==> src/rtl/key_event_fsm_if.sv <==
// rtl/key_event_fsm_if.sv - byte-in / event-out bundle between the PS/2 receiver, key_event_fsm and the snake controller
//
// Signals:
//   strobe              byte-ready level; each 0->1 transition delivers one byte
//   key_code1/key_code0 high/low nibble of the scan-code byte
//   start/resume/stop/pause  one-cycle command pulses
//   up/down/left/right  one-hot current direction levels
//   mode                00 STOPPED, 01 RUNNING, 10 PAUSED
// Modports:
//   master  byte source / event sink (receiver side plus controller side)
//   slave   key_event_fsm
interface key_event_fsm_if;
    logic       strobe;
    logic [3:0] key_code1;
    logic [3:0] key_code0;
    logic       start;
    logic       resume;
    logic       stop;
    logic       pause;
    logic       up;
    logic       down;
    logic       left;
    logic       right;
    logic [1:0] mode;

    modport master (
        output strobe, key_code1, key_code0,
        input  start, resume, stop, pause, up, down, left, right, mode
    );

    modport slave (
        input  strobe, key_code1, key_code0,
        output start, resume, stop, pause, up, down, left, right, mode
    );
endinterface

==> src/rtl/key_event_fsm.sv <==
// rtl/key_event_fsm.sv - PS/2 scan-code parser turning key presses into snake game commands and direction
//
// Ports:
//   clk100Mhz  system clock, all state updates on its rising edge
//   reset      synchronous active-high reset
//   bus        key_event_fsm_if.slave (strobe/key codes in; pulses, direction, mode out)
// Parameter:
//   PREFIX_TIMEOUT  cycles a prefix state (E0, F0, E0F0) waits for its next byte
// Configuration macro:
//   KEY_EVENT_NO_REVERSE_EN  when defined, a direction key opposite the current
//                            direction is ignored; when undefined, reversals are accepted
module key_event_fsm #(
    parameter int PREFIX_TIMEOUT = 2000000
) (
    input  logic           clk100Mhz,
    input  logic           reset,
    key_event_fsm_if.slave bus
);

    typedef enum logic [1:0] {
        P_IDLE = 2'b00,
        P_E0   = 2'b01,
        P_F0   = 2'b10,
        P_E0F0 = 2'b11
    } parse_t;

    typedef enum logic [1:0] {
        M_STOPPED = 2'b00,
        M_RUNNING = 2'b01,
        M_PAUSED  = 2'b10
    } mode_t;

    typedef enum logic [2:0] {
        C_NONE,
        C_START,
        C_RESUME,
        C_PAUSE,
        C_STOP
    } cmd_t;

    localparam int TW = (PREFIX_TIMEOUT > 1) ? $clog2(PREFIX_TIMEOUT) : 1;
    localparam logic [TW-1:0] T_LAST = TW'(PREFIX_TIMEOUT - 1);

    // Direction vectors are ordered {up, down, left, right}.
    localparam logic [3:0] D_UP    = 4'b1000;
    localparam logic [3:0] D_DOWN  = 4'b0100;
    localparam logic [3:0] D_LEFT  = 4'b0010;
    localparam logic [3:0] D_RIGHT = 4'b0001;

    parse_t        parse_q;
    mode_t         mode_q;
    logic [3:0]    dir_q;
    logic [TW-1:0] timer_q;
    logic          strobe_q;
    logic          blocked_q;
    logic          start_q;
    logic          resume_q;
    logic          stop_q;
    logic          pause_q;

    logic [7:0]    byte_in;
    logic          byte_edge;
    cmd_t          cmd;
    logic [3:0]    dir_req;
    logic [3:0]    dir_opp;
    logic          dir_ok;

    assign byte_in = {bus.key_code1, bus.key_code0};

    // blocked_q masks a strobe that was already high when reset released, so
    // that level is not mistaken for a fresh byte.
    assign byte_edge = bus.strobe & ~strobe_q & ~blocked_q;

    // Decode the byte of this edge into at most one event.
    always_comb begin
        cmd     = C_NONE;
        dir_req = 4'b0000;
        if (byte_edge) begin
            if (parse_q == P_IDLE) begin
                case (byte_in)
                    8'h1B:   cmd = C_START;
                    8'h2D:   cmd = C_RESUME;
                    8'h4D:   cmd = C_PAUSE;
                    8'h76:   cmd = C_STOP;
                    default: cmd = C_NONE;
                endcase
            end else if (parse_q == P_E0) begin
                case (byte_in)
                    8'h75:   dir_req = D_UP;
                    8'h72:   dir_req = D_DOWN;
                    8'h6B:   dir_req = D_LEFT;
                    8'h74:   dir_req = D_RIGHT;
                    default: dir_req = 4'b0000;
                endcase
            end
        end
    end

    // Opposite of the current direction: swap up/down and left/right.
    assign dir_opp = {dir_q[2], dir_q[3], dir_q[0], dir_q[1]};

`ifdef KEY_EVENT_NO_REVERSE_EN
    assign dir_ok = (mode_q == M_RUNNING) && (dir_req != 4'b0000) && (dir_req != dir_opp);
`else
    assign dir_ok = (mode_q == M_RUNNING) && (dir_req != 4'b0000) && (dir_opp == dir_opp);
`endif

    always_ff @(posedge clk100Mhz) begin
        if (reset) begin
            parse_q   <= P_IDLE;
            mode_q    <= M_STOPPED;
            dir_q     <= D_RIGHT;
            timer_q   <= '0;
            strobe_q  <= 1'b0;
            blocked_q <= bus.strobe;
            start_q   <= 1'b0;
            resume_q  <= 1'b0;
            stop_q    <= 1'b0;
            pause_q   <= 1'b0;
        end else begin
            strobe_q <= bus.strobe;
            if (!bus.strobe) begin
                blocked_q <= 1'b0;
            end

            start_q  <= 1'b0;
            resume_q <= 1'b0;
            stop_q   <= 1'b0;
            pause_q  <= 1'b0;

            // Parser: every byte restarts the prefix wait; a prefix state
            // with no byte for PREFIX_TIMEOUT cycles drops back to IDLE.
            if (byte_edge) begin
                timer_q <= '0;
                case (parse_q)
                    P_IDLE: begin
                        if (byte_in == 8'hE0) begin
                            parse_q <= P_E0;
                        end else if (byte_in == 8'hF0) begin
                            parse_q <= P_F0;
                        end else begin
                            parse_q <= P_IDLE;
                        end
                    end
                    P_E0: begin
                        if (byte_in == 8'hF0) begin
                            parse_q <= P_E0F0;
                        end else begin
                            parse_q <= P_IDLE;
                        end
                    end
                    default: parse_q <= P_IDLE;
                endcase
            end else if (parse_q != P_IDLE) begin
                if (timer_q == T_LAST) begin
                    parse_q <= P_IDLE;
                    timer_q <= '0;
                end else begin
                    timer_q <= timer_q + 1'b1;
                end
            end

            // Mode FSM: only legal transitions pulse and change state.
            case (cmd)
                C_START: begin
                    if (mode_q == M_STOPPED) begin
                        mode_q  <= M_RUNNING;
                        start_q <= 1'b1;
                        dir_q   <= D_RIGHT;
                    end
                end
                C_PAUSE: begin
                    if (mode_q == M_RUNNING) begin
                        mode_q  <= M_PAUSED;
                        pause_q <= 1'b1;
                    end
                end
                C_RESUME: begin
                    if (mode_q == M_PAUSED) begin
                        mode_q   <= M_RUNNING;
                        resume_q <= 1'b1;
                    end
                end
                C_STOP: begin
                    if (mode_q != M_STOPPED) begin
                        mode_q <= M_STOPPED;
                        stop_q <= 1'b1;
                    end
                end
                default: begin
                end
            endcase

            if (dir_ok) begin
                dir_q <= dir_req;
            end
        end
    end

    assign bus.start  = start_q;
    assign bus.resume = resume_q;
    assign bus.stop   = stop_q;
    assign bus.pause  = pause_q;
    assign bus.up     = dir_q[3];
    assign bus.down   = dir_q[2];
    assign bus.left   = dir_q[1];
    assign bus.right  = dir_q[0];
    assign bus.mode   = mode_q;

endmodule

==> src/flat_wrapper.sv <==
// flat-port wrapper written by rule: the top's interface ports become plain ports
module key_event_fsm_flat 
#(
    parameter int PREFIX_TIMEOUT = 2000000
)
  (clk100Mhz, reset, bus_strobe, bus_key_code1, bus_key_code0, bus_start, bus_resume, bus_stop, bus_pause, bus_up, bus_down, bus_left, bus_right, bus_mode);
  key_event_fsm_if bus_i ();
  input  logic clk100Mhz;
  input  logic reset;
  input wire logic [$bits(bus_i.strobe)-1:0] bus_strobe;
  input wire logic [$bits(bus_i.key_code1)-1:0] bus_key_code1;
  input wire logic [$bits(bus_i.key_code0)-1:0] bus_key_code0;
  output wire logic [$bits(bus_i.start)-1:0] bus_start;
  output wire logic [$bits(bus_i.resume)-1:0] bus_resume;
  output wire logic [$bits(bus_i.stop)-1:0] bus_stop;
  output wire logic [$bits(bus_i.pause)-1:0] bus_pause;
  output wire logic [$bits(bus_i.up)-1:0] bus_up;
  output wire logic [$bits(bus_i.down)-1:0] bus_down;
  output wire logic [$bits(bus_i.left)-1:0] bus_left;
  output wire logic [$bits(bus_i.right)-1:0] bus_right;
  output wire logic [$bits(bus_i.mode)-1:0] bus_mode;
  assign bus_i.strobe = bus_strobe;
  assign bus_i.key_code1 = bus_key_code1;
  assign bus_i.key_code0 = bus_key_code0;
  assign bus_start = bus_i.start;
  assign bus_resume = bus_i.resume;
  assign bus_stop = bus_i.stop;
  assign bus_pause = bus_i.pause;
  assign bus_up = bus_i.up;
  assign bus_down = bus_i.down;
  assign bus_left = bus_i.left;
  assign bus_right = bus_i.right;
  assign bus_mode = bus_i.mode;
  key_event_fsm #(.PREFIX_TIMEOUT(PREFIX_TIMEOUT)) u_core (.clk100Mhz(clk100Mhz), .reset(reset), .bus(bus_i));
endmodule
==> config.mk <==
export PLATFORM = sky130hd
export DESIGN_NAME = key_event_fsm_flat
export DESIGN_NICKNAME = d
export VERILOG_FILES = /design/src/rtl/key_event_fsm_if.sv /design/src/rtl/key_event_fsm.sv /design/src/flat_wrapper.sv
export SDC_FILE = /design/constraint.sdc
export NUM_CORES = 1
export LEC_CHECK = 0
export ABC_AREA = 1
export CAP_MARGIN = 20
export CORE_ASPECT_RATIO = 1.75
export CORE_MARGIN = 3
export CORE_UTILIZATION = 57
export DETAILED_ROUTE_END_ITERATION = 8
export PLACE_DENSITY = 0.8
export SYNTH_ARGS = -nofsm -noshare
export SYNTH_HDL_FRONTEND = slang
export SYNTH_SLANG_ARGS = --single-unit
==> constraint.sdc <==
create_clock -name clk100Mhz -period 1.7 [get_ports clk100Mhz]
set_clock_uncertainty 0.05 [all_clocks]
set_input_delay 0.255 -clock clk100Mhz [delete_from_list [all_inputs] [get_ports clk100Mhz]]
set_output_delay 0.255 -clock clk100Mhz [all_outputs]
set_load 0.02 [all_outputs]
# Yosys cells after proc, flatten, opt, wreduce, memory -nomap -nowiden
# Index checks and enable logic that the tools add are counted.
[word_totals]
ff_bits = 35
in_bits = 11
[op_classes]
n_addsub = 1
eq_ne = 23
muxes = 29
bitwise_logic = 8
reduce_logical = 19
[op_table]
columns = ["operator", "count"]
rows = [
  ["== test 8 x 7 -> 1 bit, second input constant", 6],
  ["two-way mux 4 bit", 6],
  ["adder 21 x 1 -> 21 bit, second input constant", 1],
  ["== test 21 bit, second input constant", 1],
  ["two-way mux 21 bit", 1],
  ["two-way mux 2 bit", 10],
  ["== test 8 bit, second input constant", 2],
  ["case mux 4 bit (4 select lines)", 1],
  ["case mux 3 bit (4 select lines)", 1],
  ["nonzero test 2 bit", 6],
  ["OR reduction 2 bit", 5],
  ["== test 8 x 5 -> 1 bit, second input constant", 1],
  ["== test 8 x 6 -> 1 bit, second input constant", 1],
  ["inequality test 2 x 1 -> 1 bit, second input constant", 4],
  ["case mux 2 bit (4 select lines)", 1],
  ["nonzero test 4 bit", 2],
  ["== test 3 x 2 -> 1 bit, second input constant", 2],
  ["two-way mux 1 bit", 6],
  ["two-way mux 3 bit", 2],
  ["NOT 1 bit", 6],
  ["AND reduction 5 bit", 1],
  ["== test 2 x 1 -> 1 bit, second input constant", 2],
  ["logical NOT 2 bit", 2],
  ["case mux 2 bit (2 select lines)", 1],
  ["other kinds (7)", 9],
]

# Longest topological paths before layout
# Gate-level depths: netlist (run 1).
[depth]
ltp_word = 9
mapped_depth = 12
mapped_depth_nobuf = 12

# Worst setup path after synthesis (run 1)
# Ideal clock, no wire load.
[synth_path]
path_type = "register to register"
start = "register u_core.timer_q[0]"
end = "register u_core.timer_q[12]"
setup_time_ps = 115
t_arrival_ps = 1317
slack_ps = 218
stages_incl_launch_ff = 11
path_buffers = 0
period_less_slack_ps = 1482
path_cell_list = "dfxtp_1 ha_1 nand2_1 nor2_2 nand2_1 nor2_1 inv_2 nor4_4 nand3_1 nand3_1 nor2_1"
[synth_between]
elab_chain_len = 2
[synth_lines]
columns = ["item", "line", "text"]
rows = [
  ["from (decl)", "key_event_fsm.sv:53", "logic [TW-1:0] timer_q;"],
  ["from (signal assigned)", "key_event_fsm.sv:159", "timer_q <= timer_q + 1'b1;"],
  ["adder 21 x 1 -> 21 bit / == test 21 bit (equally long branches)", "key_event_fsm.sv:159, key_event_fsm.sv:155", ""],
  ["two-way mux 21 bit (*)", "key_event_fsm.sv:155", "if (timer_q == T_LAST) begin"],
]
# Mark *: on every way between the ends. The rest lies on a longest branch, timed or not.
# A chain may end at the register's enable or synchronous reset.

# Worst setup path after layout (run 1)
[layout_path]
start = "register u_core.timer_q[1]"
end = "register u_core.timer_q[10]"
# The elaborated chain is that of the path after synthesis.

==> results of run 1 <==
area by class of cell:
type / instances / area share [%]
Timing Repair Buffer: 60 / 17.9
Clock buffer: 6 / 3.18
Multi-Input combinational cell: 231 / 46.2
Inverter: 47 / 6.02
Sequential cell: 35 / 24.2
Clock inverter: 2 / 0.467
Tap cell: 46 / 1.95
metal layers:
layer  share of wire (%)  routed length (µm)  global-route usage, %  vias to the layer above
met4                 3.5                 199                   13.0                        0
met3                 2.4                 134                   3.41                       17
met2                  59                3300                   51.0                       53
met5                   0                   0                      0                        -
met1                  35                1980                   21.8                     1045
li1                    -                   -                      -                     1154
worst min-delay path: stages:
cell	delay, ns
dlymetal6s2s_1	0.16
inv_1	0.07
nor2_1	0.05
flip-flops by register name (all words and copies together) (netlist names):
name and flops:
u_core.timer_q 21, u_core.dir_q 4, u_core.bus.mode 2, u_core.parse_q 2, u_core.blocked_q 1, u_core.bus.pause 1
u_core.bus.resume 1, u_core.bus.start 1, u_core.bus.stop 1, u_core.strobe_q 1
report_power, final:
| group | switching [W] | internal, W |
|---|---|---|
| logic | 0.0000976 | 0.0000723 |
| clock network | 0.000321 | 0.000377 |
| registers | 0.00000170 | 0.000827 |
through the flow:
step	TNS [ns]	util, %
after floorplan	0	-
after global placement	-2.20	72.5
after CTS	0	75.8
final	0	80.5
after global routing	-0.443	80.5
after detailed placement	-2.75	72.5
how the worst max path moves through the flow:
stage,from,endpoint,slack (ns),cells after the start
after floorplan,u_core.timer_q[0],u_core.timer_q[12],0.22,10
after global placement,bus_key_code1[0],u_core.bus.mode[0],-0.28,10
after detailed placement,bus_key_code1[0],u_core.bus.mode[0],-0.35,10
after CTS,bus_key_code1[2],u_core.bus.mode[0],0.02,12
after global routing,bus_key_code0[1],u_core.bus.mode[0],-0.12,12
final,u_core.timer_q[1],u_core.timer_q[10],0.05,10
kinds of logic (layout without fill, tap and decap cells):
| kind of cell | count (synthesis) | count (layout) | share of synthesized area (%) |
|---|---|---|---|
| buffers and inverters | 49 | 115 | 8.92 |
| xor gates and xnor gates | 8 | 8 | 3.22 |
| adders and majority gates | 1 | 1 | 0.575 |
| and+or+nand+nor | 195 | 195 | 47.8 |
| DFF | 35 | 35 | 32.7 |
| AOI/OAI and AO/OA | 27 | 27 | 6.79 |
Yosys cell counts (2+ instances only):
cell / instances
nand2_2: 8
nand3_2: 3
inv_1: 39
nor3b_1: 2
nor4_1: 4
nor2_4: 2
nor2_2: 7
nor3_4: 2
xnor2_1: 2
nor3_1: 9
nand4_1: 12
inv_2: 7
xor2_1: 6
nor2_1: 45
o21ai_1: 3
a21oi_1: 16
nand2_1: 65
o21ai_0: 3
nand3_1: 26
dfxtp_1: 34
nor2_8: 2
repair_timing:
item                                    in CTS  in global routing
pin swaps                                    0                 18
buffers inserted                             0                  8
gates resized for setup                      3                 35
endpoints found under the setup margin       3                  9
layout by cell type, fill, tap and decap left out, drive strengths merged, types with 2 or more instances in the layout:
master / Yosys / routed
clkdlybuf4s50: 0 / 13
nor3: 12 / 12
nor2: 56 / 56
nand4: 13 / 13
dfxtp: 34 / 34
clkinv: 1 / 3
a21oi: 16 / 16
dlymetal6s2s: 0 / 7
nor3b: 2 / 2
nand3: 30 / 30
nor4: 5 / 5
inv: 46 / 46
nand2: 74 / 74
xor2: 6 / 6
clkbuf: 0 / 6
xnor2: 2 / 2
buf: 2 / 40
nand3b: 2 / 2
o21ai: 6 / 6
==> summary.txt, run 1 <==
Run status
  – Run status: finished, final reports clean

Drt
  – Count of vias placed by the detailed router: 2,269
  – Routed wire length per instance: 13.1 µm
  – Drt drc: 0
  – Post-route antenna net violation count: 0
  – Post-detailed-route via-to-cell ratio: 5.31
  – Post-Route WL: 5620 µm
  – DRC violation total after the first TritonRoute iteration: 58
  – Total iterations of the first detailed-routing run: 4

Worst setup path
  – Depth of the worst register-to-register path: 10
  – Critical Path Fanout Max: 6
  – Signal arrival time at the worst endpoint: 1.78 ns
  – Crit path kind: register to register
  – Setup slack on the worst flop-to-flop path: 0.05 ns
  – Top delay family on crit path: simple AND/OR/NAND/NOR gates
  – R2r startpoint: u_core.timer_q[1]
  – Delay of the slowest cell on the worst path: 0.36 ns
  – Endpoint class of the critical path: register
  – Number of buffer and inverter stages on the critical path: 3
  – Kind of start point of the critical path: register
  – Capturing point of the worst reg2reg path: u_core.timer_q[10]
  – Worst Path Required: 1.83 ns
  – Library cell contributing the largest single delay on the critical path: dfxtp_2
  – Crit-path cells: ha_4 > nand2_4 > buf_4 > inv_1 > nand2_2 > nor2_1 > nand4_1 > nand2_2 > buf_4 > nor3b_1

STA
  – Smallest setup slack after layout: 0.0483 ns
  – Post-layout min period: 1.65 ns
  – Achievable Freq: 605 MHz
  – Hold WS: 0.242 ns
  – Total of endpoints with negative setup slack in the final report: 0
  – Fin. max-slew vios: 0
  – Transition at the pin with the smallest max-transition slack: 0.381 ns
  – Share of the clock period used by the worst path: 97.2%
  – RSZ-0062 raised after global routing: true
  – Number of endpoints with negative hold slack in the final report: 0
  – Relative slew slack: 74.4%

Logic synthesis
  – Number of synthesized register bits: 35
  – Sequential element share of the synthesized area: 32.7%
  – Cell count after synthesis: 315
  – Number of nets in the synthesized netlist: 327
  – Cells taking the most area after synthesis: dfxtp_1 31%, nand2_1 11%, nor2_1 7.8%
  – Combined area of all synthesized cells: 2170 µm²
  – Most used flip-flop cell after synthesis: dfxtp_1
  – EDFF count, synth: 1
  – Share of flip-flops with an asynchronous set or reset: 0%
  – Number of distinct library cells after synthesis: 39
  – Proportion of netlist area held by the largest area contributor: 31.3%
  – Post-synthesis area per instance: 6.90 µm²
  – Leading area contributor after synthesis: dfxtp_1
  – Syn. warnings: 0

Worst hold path
  – Startpoint of the tightest hold check path: bus_strobe
  – End point of the worst hold path: u_core.strobe_q
  – Path class of the lowest-slack min-delay path: input port to register
  – Worst hold path cell count: 3

Power
  – Static power due to leakage: 1.33 nW
  – Power after layout: 0.00170 W
  – Pwr per Cell Area: 575 nW/µm²
  – Max VDD drop: 0.000654 V

Clock tree
  – Clock Root Buffer: clkbuf_8
  – Cts hold-fix bufs: 0
  – Maximum number of buffers from clock root to sink: 2
  – Number of buffers inserted during clock tree synthesis: 5
  – Later-pin clock latency in the skew report: 0.29 ns
  – Count of clock tree sinks: 35
  – H-tree depth reported by CTS: 2
  – Clock tree from TritonCTS: yes
  – CTS clock-pin slew for the worst setup and hold paths: 0.07 ns

GRT
  – Global-route wire length before repair: 8730 µm
  – Maximum number of pins on one net before global-route repair: 13
  – GRT Residual Overflow: 0
  – Number of antenna violations at the first check in global routing: 0
  – Global routing usage summed across all routing layers: 25.0%
  – Via count of the first global-routing pass: 2,208

Place
  – Cell Area, Placed: 2660 µm²
  – Port-buffer cells: 20
  – Setup slack after placement: -0.352 ns
  – Routability-driven placement congestion ratio: 0.810
  – Dpl cells: 411
  – HPWL after detailed placement: 4210 µm

Finish
  – Fin cells: 427
  – Area taken by multi-input logic gates: 1360 µm²
  – Storage element area: 713 µm²
  – Filler instances: 258
  – Layout cell share with drive strength beyond 1: 28.9%
  – Net count of the finished layout: 392
  – Ant diodes: 0
  – Layout area overhead: 35.6%
  – Finished layout cell area: 2950 µm²

Floorplanning
  – Die span in y: 87.7 µm
  – Initial Utilization: 59.3%
  – Core Box Area: 3660 µm²
  – Number of placement rows: 29
  – Die area: 4620 µm²
  – Horizontal die dimension: 52.7 µm
  – Number of primary I/O pins: 21

Run
  – Reported max-cap violation count: 0
No activity file was read; power rests on OpenSTA's default activity.
==> run 2: changes to the inputs <==
--- a/config.mk
+++ b/config.mk
@@ -10,6 +10,7 @@
 export CORE_ASPECT_RATIO = 1.75
 export CORE_MARGIN = 3
 export CORE_UTILIZATION = 57
+export CTS_CLUSTER_SIZE = 12
 export DETAILED_ROUTE_END_ITERATION = 8
 export PLACE_DENSITY = 0.8
 export SYNTH_ARGS = -nofsm -noshare
==> results of run 2 <==
Final layout, timing and power as in run 1 (identical DEF).
==> patch (config.mk and constraints of run 1) <==
`PREFIX_TIMEOUT` is set to 2000000 in 2 places; all go to 8000000.
--- a/src/rtl/key_event_fsm.sv
+++ b/src/rtl/key_event_fsm.sv
@@ -10,7 +10,7 @@
 //   KEY_EVENT_NO_REVERSE_EN  when defined, a direction key opposite the current
 //                            direction is ignored; when undefined, reversals are accepted
 module key_event_fsm #(
-    parameter int PREFIX_TIMEOUT = 2000000
+    parameter int PREFIX_TIMEOUT = 8000000
 ) (
     input  logic           clk100Mhz,
     input  logic           reset,
--- a/src/flat_wrapper.sv
+++ b/src/flat_wrapper.sv
@@ -1,7 +1,7 @@
 // flat-port wrapper written by rule: the top's interface ports become plain ports
 module key_event_fsm_flat 
 #(
-    parameter int PREFIX_TIMEOUT = 2000000
+    parameter int PREFIX_TIMEOUT = 8000000
 )
   (clk100Mhz, reset, bus_strobe, bus_key_code1, bus_key_code0, bus_start, bus_resume, bus_stop, bus_pause, bus_up, bus_down, bus_left, bus_right, bus_mode);
   key_event_fsm_if bus_i ();
Function: same outputs for any inputs over 10 cycles, from zero or initial values and one cycle with reset high; that may be too few to reach the edited logic, so the function may still have changed.
==> patch against run 1 <==
  * Largest power group unchanged
  * Highest routed layer unchanged
  * Area after synthesis fell by 4.5%
  * Largest cell class unchanged
  * Fmax decreased by 5.0%
  * Sequential share of layout area rose by 1.4 points
  * Routed wire length increased by 11%
  * Synthesized cell count decreased by 2.2%
  * The run now ends with setup timing left
  * Worst setup slack got worse by 0.087 ns
  * Total power down 1.7%
  * Cell area grew 0.42%
  * Sequential cell count is 2 higher
  * Hold slack improved by 0.18 ns
  * Via count increased by 3.3%
==> patch: results (changes against run 1) <==
| Metric | Value |
|---|---|
| Register share of the cell area | `0.256 (was 0.242)` |
| Worst Reg-to-Reg Cells | `8 (was 10)` |
| Most instantiated cells after synthesis | `63 x nand2_1, 56 x nor2_1, 44 x inv_1 (was 65 x nand2_1, 45 x nor2_1, 39 x inv_1)` |
| Setup Viol. Count Final | `2 (was 0)` |
| Adder-cell share of the synthesized area | `0.00603 (was 0.00575)` |
| Status | `finished with violations (was finished, final reports clean)` |
| Post-DP HPWL | `3980 um (was 4210 um)` |
| Setup WS post-layout | `-0.0384 ns (was 0.0483 ns)` |
| Nets@finish | `391 (was 392)` |
| Via count | `2343 (was 2269)` |
| Unique masters post-synth | `33 (was 39)` |
| Clk pwr | `0.583 mW (was 0.698 mW)` |
| Sequential area share after synthesis | `0.362 (was 0.327)` |
| Peak VDD IR | `0.000535 V (was 0.000654 V)` |
| Synth Area in XOR/XNOR | `0.0422 (was 0.0322)` |
| Comb_multi_in | `222 (was 231)` |
| Crit Path Max Fanout | `3 (was 6)` |
| Min-delay worst type | `reg2reg (was in2reg)` |
| Violated checks | `setup timing` |
| Iteration-0 DRC count of the detailed router | `95 (was 58)` |
| WL/cell | `14.8 um (was 13.1 um)` |
| Gate power share | `0.119 (was 0.100)` |
| Vias per inst | `5.53 (was 5.31)` |
| Setup WS pre-CTS | `-0.318 ns (was -0.352 ns)` |
| Worst R2R End | `u_core.timer_q[22]$_SDFFE_PP0N_ (was u_core.timer_q[10]$_SDFFE_PP0N_)` |
| Hold path endpoint | `u_core.dir_q[3]$_SDFFE_PP0P_ (was u_core.strobe_q$_SDFF_PP0_)` |
| Final non-clock buffer share | `0.191 (was 0.179)` |
| GRT Util Overall | `0.262 (was 0.250)` |
| M1 GR Usage | `0.247 (was 0.218)` |
| Synth Area in Compound Gates | `0.0524 (was 0.0679)` |
| Largest net degree at the start of global routing | `14 (was 13)` |
| Worst path arrival time | `1.87 ns (was 1.78 ns)` |
| Met1 WL | `2080 um (was 1980 um)` |
## patch: what timing repair did
item | in CTS | in global routing
endpoints found under the setup margin | 2 | 26
resized for setup | 8 | 58
setup buffers | 2 | 11
pin swaps | 6 | 25
## patch: how the worst max path moves through the flow
stage	start	end	slack [ns]	cells after the start
2_1_floorplan	u_core.timer_q[0]$_SDFFE_PP0N_	u_core.timer_q[22]$_SDFFE_PP0N_	0.14	8
3_3_place_gp	bus_key_code0[1]	u_core.dir_q[2]$_SDFFE_PP0P_	-0.25	13
3_5_place_dp	bus_key_code0[1]	u_core.dir_q[1]$_SDFFE_PP0P_	-0.32	13
4_1_cts	u_core.timer_q[1]$_SDFFE_PP0N_	u_core.timer_q[22]$_SDFFE_PP0N_	-0.009	8
5_1_grt	u_core.timer_q[0]$_SDFFE_PP0N_	u_core.timer_q[14]$_SDFFE_PP0N_	-0.09	8
6_report	u_core.timer_q[0]$_SDFFE_PP0N_	u_core.timer_q[22]$_SDFFE_PP0N_	-0.04	8
